## config.mk

```make
export PLATFORM = sky130hd
export DESIGN_NAME = shift_reg_ctrl
export DESIGN_NICKNAME = d
export VERILOG_FILES = /design/src/rtl/shift_reg_ctrl_pkg.sv /design/src/rtl/shift_reg_ctrl_div.sv /design/src/rtl/shift_reg_ctrl.sv
export SDC_FILE = /design/constraint.sdc
export NUM_CORES = 1
export LEC_CHECK = 0
export ABC_AREA = 1
export CAP_MARGIN = 20
export CORE_ASPECT_RATIO = 1.75
export CORE_MARGIN = 5
export CORE_UTILIZATION = 31
export CTS_CLUSTER_DIAMETER = 30
export CTS_CLUSTER_SIZE = 14
export DETAILED_ROUTE_END_ITERATION = 12
export GPL_TIMING_DRIVEN = 0
export PLACE_DENSITY = 0.81
export SLEW_MARGIN = 15
export SYNTH_ARGS = -nofsm -noshare
export SYNTH_HDL_FRONTEND = slang
export SYNTH_SLANG_ARGS = --single-unit
```

## constraint.sdc

```tcl
create_clock -name clk -period 1.7 [get_ports clk]
set_clock_uncertainty 0.15 [all_clocks]
set_input_delay 0.34 -clock clk [delete_from_list [all_inputs] [get_ports clk]]
set_output_delay 0.34 -clock clk [all_outputs]
set_load 0.05 [all_outputs]
```

## src/rtl/shift_reg_ctrl_pkg.sv

```systemverilog
// Shared state encoding and helpers for the shift_reg_ctrl transaction sequencer.
// bit_reverse is only referenced when SHIFT_REG_CTRL_LSB_FIRST_EN is defined.
package shift_reg_ctrl_pkg;

   typedef enum logic [1:0] {
      StIdle  = 2'd0,
      StShift = 2'd1,
      StDone  = 2'd2
   } state_e;

   // Upper bound on WIDTH for the generic bit-reversal helper.
   localparam int unsigned MaxWidth = 256;

   // A length of 0 or anything beyond the register width means a full-width transfer.
   function automatic int unsigned clamp_len(input int unsigned len, input int unsigned width);
      return ((len == 0) || (len > width)) ? width : len;
   endfunction

   function automatic logic [MaxWidth-1:0] bit_reverse(input logic [MaxWidth-1:0] d,
                                                       input int unsigned       width);
      logic [MaxWidth-1:0] r;
      r = '0;
      for (int i = 0; i < int'(MaxWidth); i++) begin
         if (i < int'(width)) begin
            r[i] = d[int'(width) - 1 - i];
         end
      end
      return r;
   endfunction

endpackage

```

## src/rtl/shift_reg_ctrl_div.sv

```systemverilog
// Bit-rate tick generator: while run is high, tick pulses once every CLK_DIV cycles,
// on the last cycle of each bit period. Dropping run restarts the period.
module shift_reg_ctrl_div #(
   parameter int unsigned CLK_DIV = 1
) (
   input  logic clk,
   input  logic rst_n,
   input  logic run,
   output logic tick
);

   localparam int unsigned    CntW   = (CLK_DIV > 1) ? $clog2(CLK_DIV) : 1;
   localparam logic [CntW-1:0] CntMax = CntW'(CLK_DIV - 1);

   logic [CntW-1:0] div_cnt_q, div_cnt_d;

   assign tick = run && (div_cnt_q == CntMax);

   always_comb begin
      div_cnt_d = div_cnt_q;
      if (!run || tick) begin
         div_cnt_d = '0;
      end else begin
         div_cnt_d = div_cnt_q + 1'b1;
      end
   end

   always_ff @(posedge clk) begin
      if (!rst_n) begin
         div_cnt_q <= '0;
      end else begin
         div_cnt_q <= div_cnt_d;
      end
   end

endmodule

```

## src/rtl/shift_reg_ctrl.sv

```systemverilog
// Transaction sequencer for one external ShiftReg: load a word, shift len bits at the
// divided bit rate, return the captured word. SHIFT_REG_CTRL_LSB_FIRST_EN selects LSB-first.
module shift_reg_ctrl
   import shift_reg_ctrl_pkg::*;
#(
   parameter  int unsigned WIDTH   = 32,
   parameter  int unsigned CLK_DIV = 1,
   localparam int unsigned LEN_W   = $clog2(WIDTH) + 1
) (
   input  logic             clk,
   input  logic             rst_n,
   input  logic             req_valid,
   output logic             req_ready,
   input  logic [WIDTH-1:0] req_data,
   input  logic [LEN_W-1:0] req_len,
   output logic             rsp_valid,
   input  logic             rsp_ready,
   output logic [WIDTH-1:0] rsp_data,
   output logic             busy,
   input  logic             ser_in,
   output logic             ser_out,
   output logic             ser_strobe,
   output logic             sr_srl_prl,
   output logic             sr_srl_in,
   output logic [WIDTH-1:0] sr_prl_in,
   input  logic             sr_srl_out,
   input  logic [WIDTH-1:0] sr_prl_out
);

   state_e           state_q;
   logic [LEN_W-1:0] len_q;
   logic [LEN_W-1:0] bit_cnt_q;
   logic             req_ready_q;
   logic             rsp_valid_q;
   logic             busy_q;
   logic             tick;
   logic [WIDTH-1:0] load_word;
   logic [WIDTH-1:0] rsp_word;

`ifdef SHIFT_REG_CTRL_LSB_FIRST_EN
   assign load_word = WIDTH'(bit_reverse(MaxWidth'(req_data), WIDTH));
   assign rsp_word  = WIDTH'(bit_reverse(MaxWidth'(sr_prl_out), WIDTH));
`else
   assign load_word = req_data;
   assign rsp_word  = sr_prl_out;
`endif

   shift_reg_ctrl_div #(
      .CLK_DIV(CLK_DIV)
   ) u_div (
      .clk  (clk),
      .rst_n(rst_n),
      .run  (state_q == StShift),
      .tick (tick)
   );

   always_ff @(posedge clk) begin
      if (!rst_n) begin
         state_q     <= StIdle;
         len_q       <= '0;
         bit_cnt_q   <= '0;
         req_ready_q <= 1'b1;
         rsp_valid_q <= 1'b0;
         busy_q      <= 1'b0;
      end else begin
         case (state_q)
            StIdle: begin
               if (req_valid) begin
                  state_q     <= StShift;
                  len_q       <= LEN_W'(clamp_len(32'(req_len), WIDTH));
                  bit_cnt_q   <= '0;
                  req_ready_q <= 1'b0;
                  busy_q      <= 1'b1;
               end
            end
            StShift: begin
               if (tick) begin
                  bit_cnt_q <= bit_cnt_q + 1'b1;
                  if (bit_cnt_q + 1'b1 == len_q) begin
                     state_q     <= StDone;
                     rsp_valid_q <= 1'b1;
                  end
               end
            end
            StDone: begin
               if (rsp_ready) begin
                  state_q     <= StIdle;
                  rsp_valid_q <= 1'b0;
                  busy_q      <= 1'b0;
                  req_ready_q <= 1'b1;
               end
            end
            default: begin
               state_q     <= StIdle;
               rsp_valid_q <= 1'b0;
               busy_q      <= 1'b0;
               req_ready_q <= 1'b1;
            end
         endcase
      end
   end

   // The ShiftReg has no enable: every cycle that is neither a load nor a shift
   // reloads its own parallel output to hold the contents.
   always_comb begin
      sr_srl_prl = 1'b0;
      sr_srl_in  = 1'b0;
      sr_prl_in  = sr_prl_out;
      ser_strobe = 1'b0;
      ser_out    = 1'b0;
      case (state_q)
         StIdle: begin
            if (req_valid) begin
               sr_prl_in = load_word;
            end
         end
         StShift: begin
            ser_out = sr_srl_out;
            if (tick) begin
               sr_srl_prl = 1'b1;
               sr_srl_in  = ser_in;
               ser_strobe = 1'b1;
            end
         end
         default: ;
      endcase
   end

   assign req_ready = req_ready_q;
   assign rsp_valid = rsp_valid_q;
   assign busy      = busy_q;
   assign rsp_data  = rsp_word;

endmodule
```

* After elaboration in Yosys (flattened, before gate mapping) *
Cells that the tools add are included.

word-level totals
  output and inout bits = 71
  latch bits = 0
  memory bits (writable) = 0
  register bits after elaboration = 18
  memories = 0
  memory bits (read-only) = 0

operators by class
  muxes and demuxes = 25
  bitwise gates (word level) = 4
  reduce and logical (&&, ||, !) cells = 13
  eq/ne operators = 7
  $add $sub $neg = 2
  magnitude comparators = 1
  multiply operators = 0
  shifts and indexed selects = 0
  div/mod/pow operators = 0

operators with widths
  kind                                                  count
  2-to-1 mux 32 bit                                     2
  2-to-1 mux 6 bit                                      3
  one-hot mux 6 bit (2 select lines)                    1
  2-to-1 mux 1 bit                                      11
  one-hot mux 1 bit (3 select lines)                    3
  2-to-1 mux 2 bit                                      4
  != test 2 bit, second input constant                  4
  AND reduction 4 bit                                   2
  adder 6 x 1 -> 6 bit, second input constant           1
  == test 6 bit                                         1
  greater-than comparator 6 bit, second input constant  1
  zero test 6 bit                                       1
  one-hot mux 2 bit (3 select lines)                    1
  AND reduction 3 bit                                   2
  NOT 1 bit                                             4
  == test 2 x 1 -> 1 bit, second input constant         1
  == test 2 bit, second input constant                  1
  zero test 2 bit                                       1
  logical OR 1 bit                                      2
  AND reduction 2 bit                                   1
  nonzero test 2 bit                                    1
  OR reduction 2 bit                                    1
  adder 1 bit, second input constant                    1
  logical AND 1 bit                                     1
  zero test 1 bit                                       1

* Logic depth before layout (Yosys ltp) *
  word-level depth = 5
  mapped depth = 13
  depth with buffers taken out = 13

* Modules after synthesis *
From an unflattened synthesis, not the netlist that was laid out.

unflattened totals
  cells, all modules = 294
  area, all modules = 1664.1 um^2

by module, submodules not included
  module              instances  cells each  area an instance (um^2)
  shift_reg_ctrl      1          290         1630.3
  shift_reg_ctrl_div  1          4           33.8

* Worst setup path before layout *
No wires, ideal clock.

  path kind = register to output
  start point = reg state_q[0]
  end point = out sr_srl_in
  arrival = 1739 ps
  buffers on the path = 0
  path slack = -529 ps
  stages on the path, launching flop included = 7
  cells stage by stage = dfxtp_1 inv_1 nor2_2 inv_1 nor2_4 inv_1 nor2_1

between the ends
  longest elaborated chain between the ends = 4

RTL lines
  item                        RTL line                                     RTL
  start: declaration          shift_reg_ctrl.sv:30                         state_e state_q;
  start signal: assignment    shift_reg_ctrl.sv:59                         state_q <= StIdle;
  start signal: assignment    shift_reg_ctrl.sv:69                         state_q <= StShift;
  start signal: assignment    shift_reg_ctrl.sv:80                         state_q <= StDone;
  == test 2 x 1 -> 1 bit (*)  shift_reg_ctrl.sv:53, shift_reg_ctrl.sv:111
  logical AND 1 bit           shift_reg_ctrl_div.sv:17                     assign tick = run && (div_cnt_q == CntMax);
  2-to-1 mux 1 bit            shift_reg_ctrl.sv:119                        if (tick) begin
  2-to-1 mux 1 bit (*)        shift_reg_ctrl.sv:111                        case (state_q)
  end: declaration            shift_reg_ctrl.sv:24                         output logic sr_srl_in,

Mark *: on every way between the ends. The rest lies on a longest branch, timed or not.

* Worst setup path after layout *
  start point = reg state_q[0]
  end point = out sr_prl_in[19]

between the ends
  longest elaborated chain between the ends = 2

RTL lines
  item               RTL line               RTL
  zero test 2 bit    shift_reg_ctrl.sv:111
  2-to-1 mux 32 bit  shift_reg_ctrl.sv:111
  end: declaration   shift_reg_ctrl.sv:25   output logic [WIDTH-1:0] sr_prl_in,

No other way between the ends.

==> out/summary.md <==
### Run status
- outcome: complete, but fails checks
- failing checks: setup timing

### Synth
- number of distinct standard cells referenced by the synthesized netlist: 23
- flip-flop and latch count after synthesis: 18
- proportion of register bits with asynchronous set or reset after synthesis: 0%
- area of the mapped netlist: 1610 µm²
- Synthesized Nets: 364
- top cell type's share of synthesized area: 33.4%
- synthesized area per cell: 5.60 µm²
- leading post-synthesis cells by instance count: 143 x nand2_1, 33 x buf_4, 23 x inv_1
- dominant register cell in the synthesized netlist: dfxtp_1
- yosys warns: 0
- count of flip-flops with a built-in enable after synthesis: 0
- top post-synthesis cells by area: nand2_1 33%, dfxtp_1 22%, buf_4 15%
- top-count cell post-synth: nand2_1
- instance count of the mapped netlist: 287
- sequential area share after synthesis: 22.4%
- Synth area leader: nand2_1

### Floorplanning
- # IOs: 147
- Core Region: 5020 µm²
- Chip Height: 105 µm
- area of the die: 6780 µm²
- Die Width: 64.4 µm
- Std-Cell Rows: 34
- initial core utilization: 32.0%

### GRT
- via count of the first global-routing pass: 2424
- global-route wire length before repair: 11700 µm
- grt total ovfl: 0
- Total Routing Usage GR: 21.9%
- largest net degree at the start of global routing: 11
- number of antenna violations at the first check in global routing: 0

### Critical path
- most used cell, CP: nand2_2
- data required time of the critical path: 1.21 ns
- ordered list of cells on the worst path: nor2_4 > nand2_4 > clkinv_8 > clkbuf_16 > nand2_2 > nand2_2 > buf_8
- master of the slowest instance on the critical path: dfxtp_4
- kind of start point of the critical path: register
- nature of the critical path endpoint: output port
- largest fanout on the critical path: 9
- delay contributed by the slowest stage of the critical path: 0.37 ns
- signal arrival time at the worst endpoint: 1.42 ns
- CP Class: reg -> out

### Clock network
- Clk Latency, worst-skew pair: 0.27 ns
- Root Buffer Master: clkbuf_8
- clock slew seen by the registers of the worst setup and hold paths: 0.07 ns
- largest buffer count on any clock path: 2
- H-Tree Level Count: 1
- hold-fix buffer count after cts: 0
- total number of clock tree sinks: 18
- CTS tree: built
- Num CTS Buffers: 3

### Final layout
- total number of nets in the final design: 535
- design area: 3720 µm²
- number of fill cells: 386
- utilization of the core after routing: 74.2%
- share of post-route cells with drive strength above 1: 47.7%
- Diodes inserted: 0
- Area growth, synth to finish: 132%

### Timing
- maximum clock rate: 523 MHz
- smallest setup slack after layout: -0.213 ns
- final critical-path required period: 1.91 ns
- number of setup violations in the final report: 37
- setup repair after global routing missed its margin: yes
- Hold Slack: 0.312 ns
- final hold viol count: 0
- max-slew violations: 0
- transition time of the tightest slew-check pin: 0.506 ns
- Max-Slew Margin vs Limit: 66.3%
- share of the cycle needed by the critical path after routing: 113%

### Worst hold path
- worst min-delay path class: reg -> reg

### Drt
- final wirelength: 7850 µm
- average via count per standard cell: 4.69
- Metal-1 WL: 2330 µm
- router iterations before antenna repair: 5
- DRC violations left: 0
- highest layer used for signal routing: met4
- total number of vias: 2398
- number of nets with antenna violations after routing: 0
- Iter 0 DRT Violations: 59
- wire length on met3: 645 µm
- routed wire length per instance: 15.4 µm
- met2 WL post-DR: 4620 µm

### Place
- Post-DP Area: 3220 µm²
- pre-CTS setup slack: -1.17 ns
- post-DP HPWL: 6080 µm
- port buffer count: 146
- routability congestion estimate: 0.920

### Power and ir drop
- Power, Total: 0.00299 W
- Pwr per Cell Area: 804 nW/µm²
- maximum vdd drop: 477 µV
- Pleak: 1.79 nW

### Job
- max capacitance violation total: 0

==> final timing paths <==
check                             startpoint             to  slack, ns  depth (start not counted)
worst max-delay path              state_q[0]  sr_prl_in[19]      -0.21                          7
worst min-delay path               rsp_valid      rsp_valid       0.31                          2
worst max register to register  bit_cnt_q[0]     state_q[0]      -0.04                         12
worst min register to register     rsp_valid      rsp_valid       0.31                          2
==> metal layers <==
metal	up-vias	track usage (%)
met3	19	7.03
met1	1086	17.7
met5	-	0
met2	104	45.9
met4	0	8.02
li1	1189	-
==> flip-flops by register name, summed over array words and instances, names as in the netlist <==
signal	cells
u_div.div_cnt_q	1
state_q	2
busy	1
len_q	6
req_ready	1
bit_cnt_q	6
rsp_valid	1
==> power breakdown <==
group,internal (W),leakage [nW],switching [W],total [W]
registers,0.000461,0.150,0.0000345,0.000496
clock network,0.000207,0.0288,0.000161,0.000368
logic,0.000900,1.62,0.00123,0.00213
total,0.00157,1.79,0.00143,0.00299
==> layout by cell type (no fill, tap or decap), types with 8 or more instances in the layout <==
master	count
nand2_1	81
clkdlybuf4s50_1	74
nand2_2	63
buf_4	51
buf_8	37
buf_2	21
inv_1	19
dfxtp_1	14
nand3_1	12
a21oi_1	11
nor2_1	11
buf_6	8
clkbuf_4	8
==> cell families after synthesis <==
group	after synthesis	synth area share (%)
DFF	18	22.4
AOI/OAI and AO/OA	19	7.01
adders and majority gates	1	0.779
other	1	0.233
and+or+nand+nor	182	46.1
buffers and inverters	66	23.4
==> worst max-delay path: cells and delay by family, from the launching register on <==
family / cells / cell delay [ns]
and+or+nand+nor: 4 / 0.38
DFF: 1 / 0.37
buffers and inverters: 3 / 0.41
==> cell type report <==
cell class              count  area, µm²  share of cell area (%)
plain buffers              41        339                    9.10
well taps                  54       67.6                    1.81
clock buffers               4       55.1                    1.48
repair buffers            166       1690                    45.3
multi-input cells         203       1090                    29.3
inverters                  25        111                    2.99
flip-flops and latches     18        375                    10.1
==> repair_timing <==
item                       CTS  global route
buffers inserted             9             8
pin swaps                   26            13
gates resized for setup    504            41
setup endpoints to repair   72            48
cloned                       2             1
==> through the flow <==
step	setup TNS [ns]	cells
2_1_floorplan	-0.139	287
3_3_place_gp	-55.61	487
3_5_place_dp	-56.05	487
4_1_cts	-6.36	502
5_1_grt	-9.13	511
6_report	-6.32	511
Note: power is estimated with default switching activity, not from simulation.
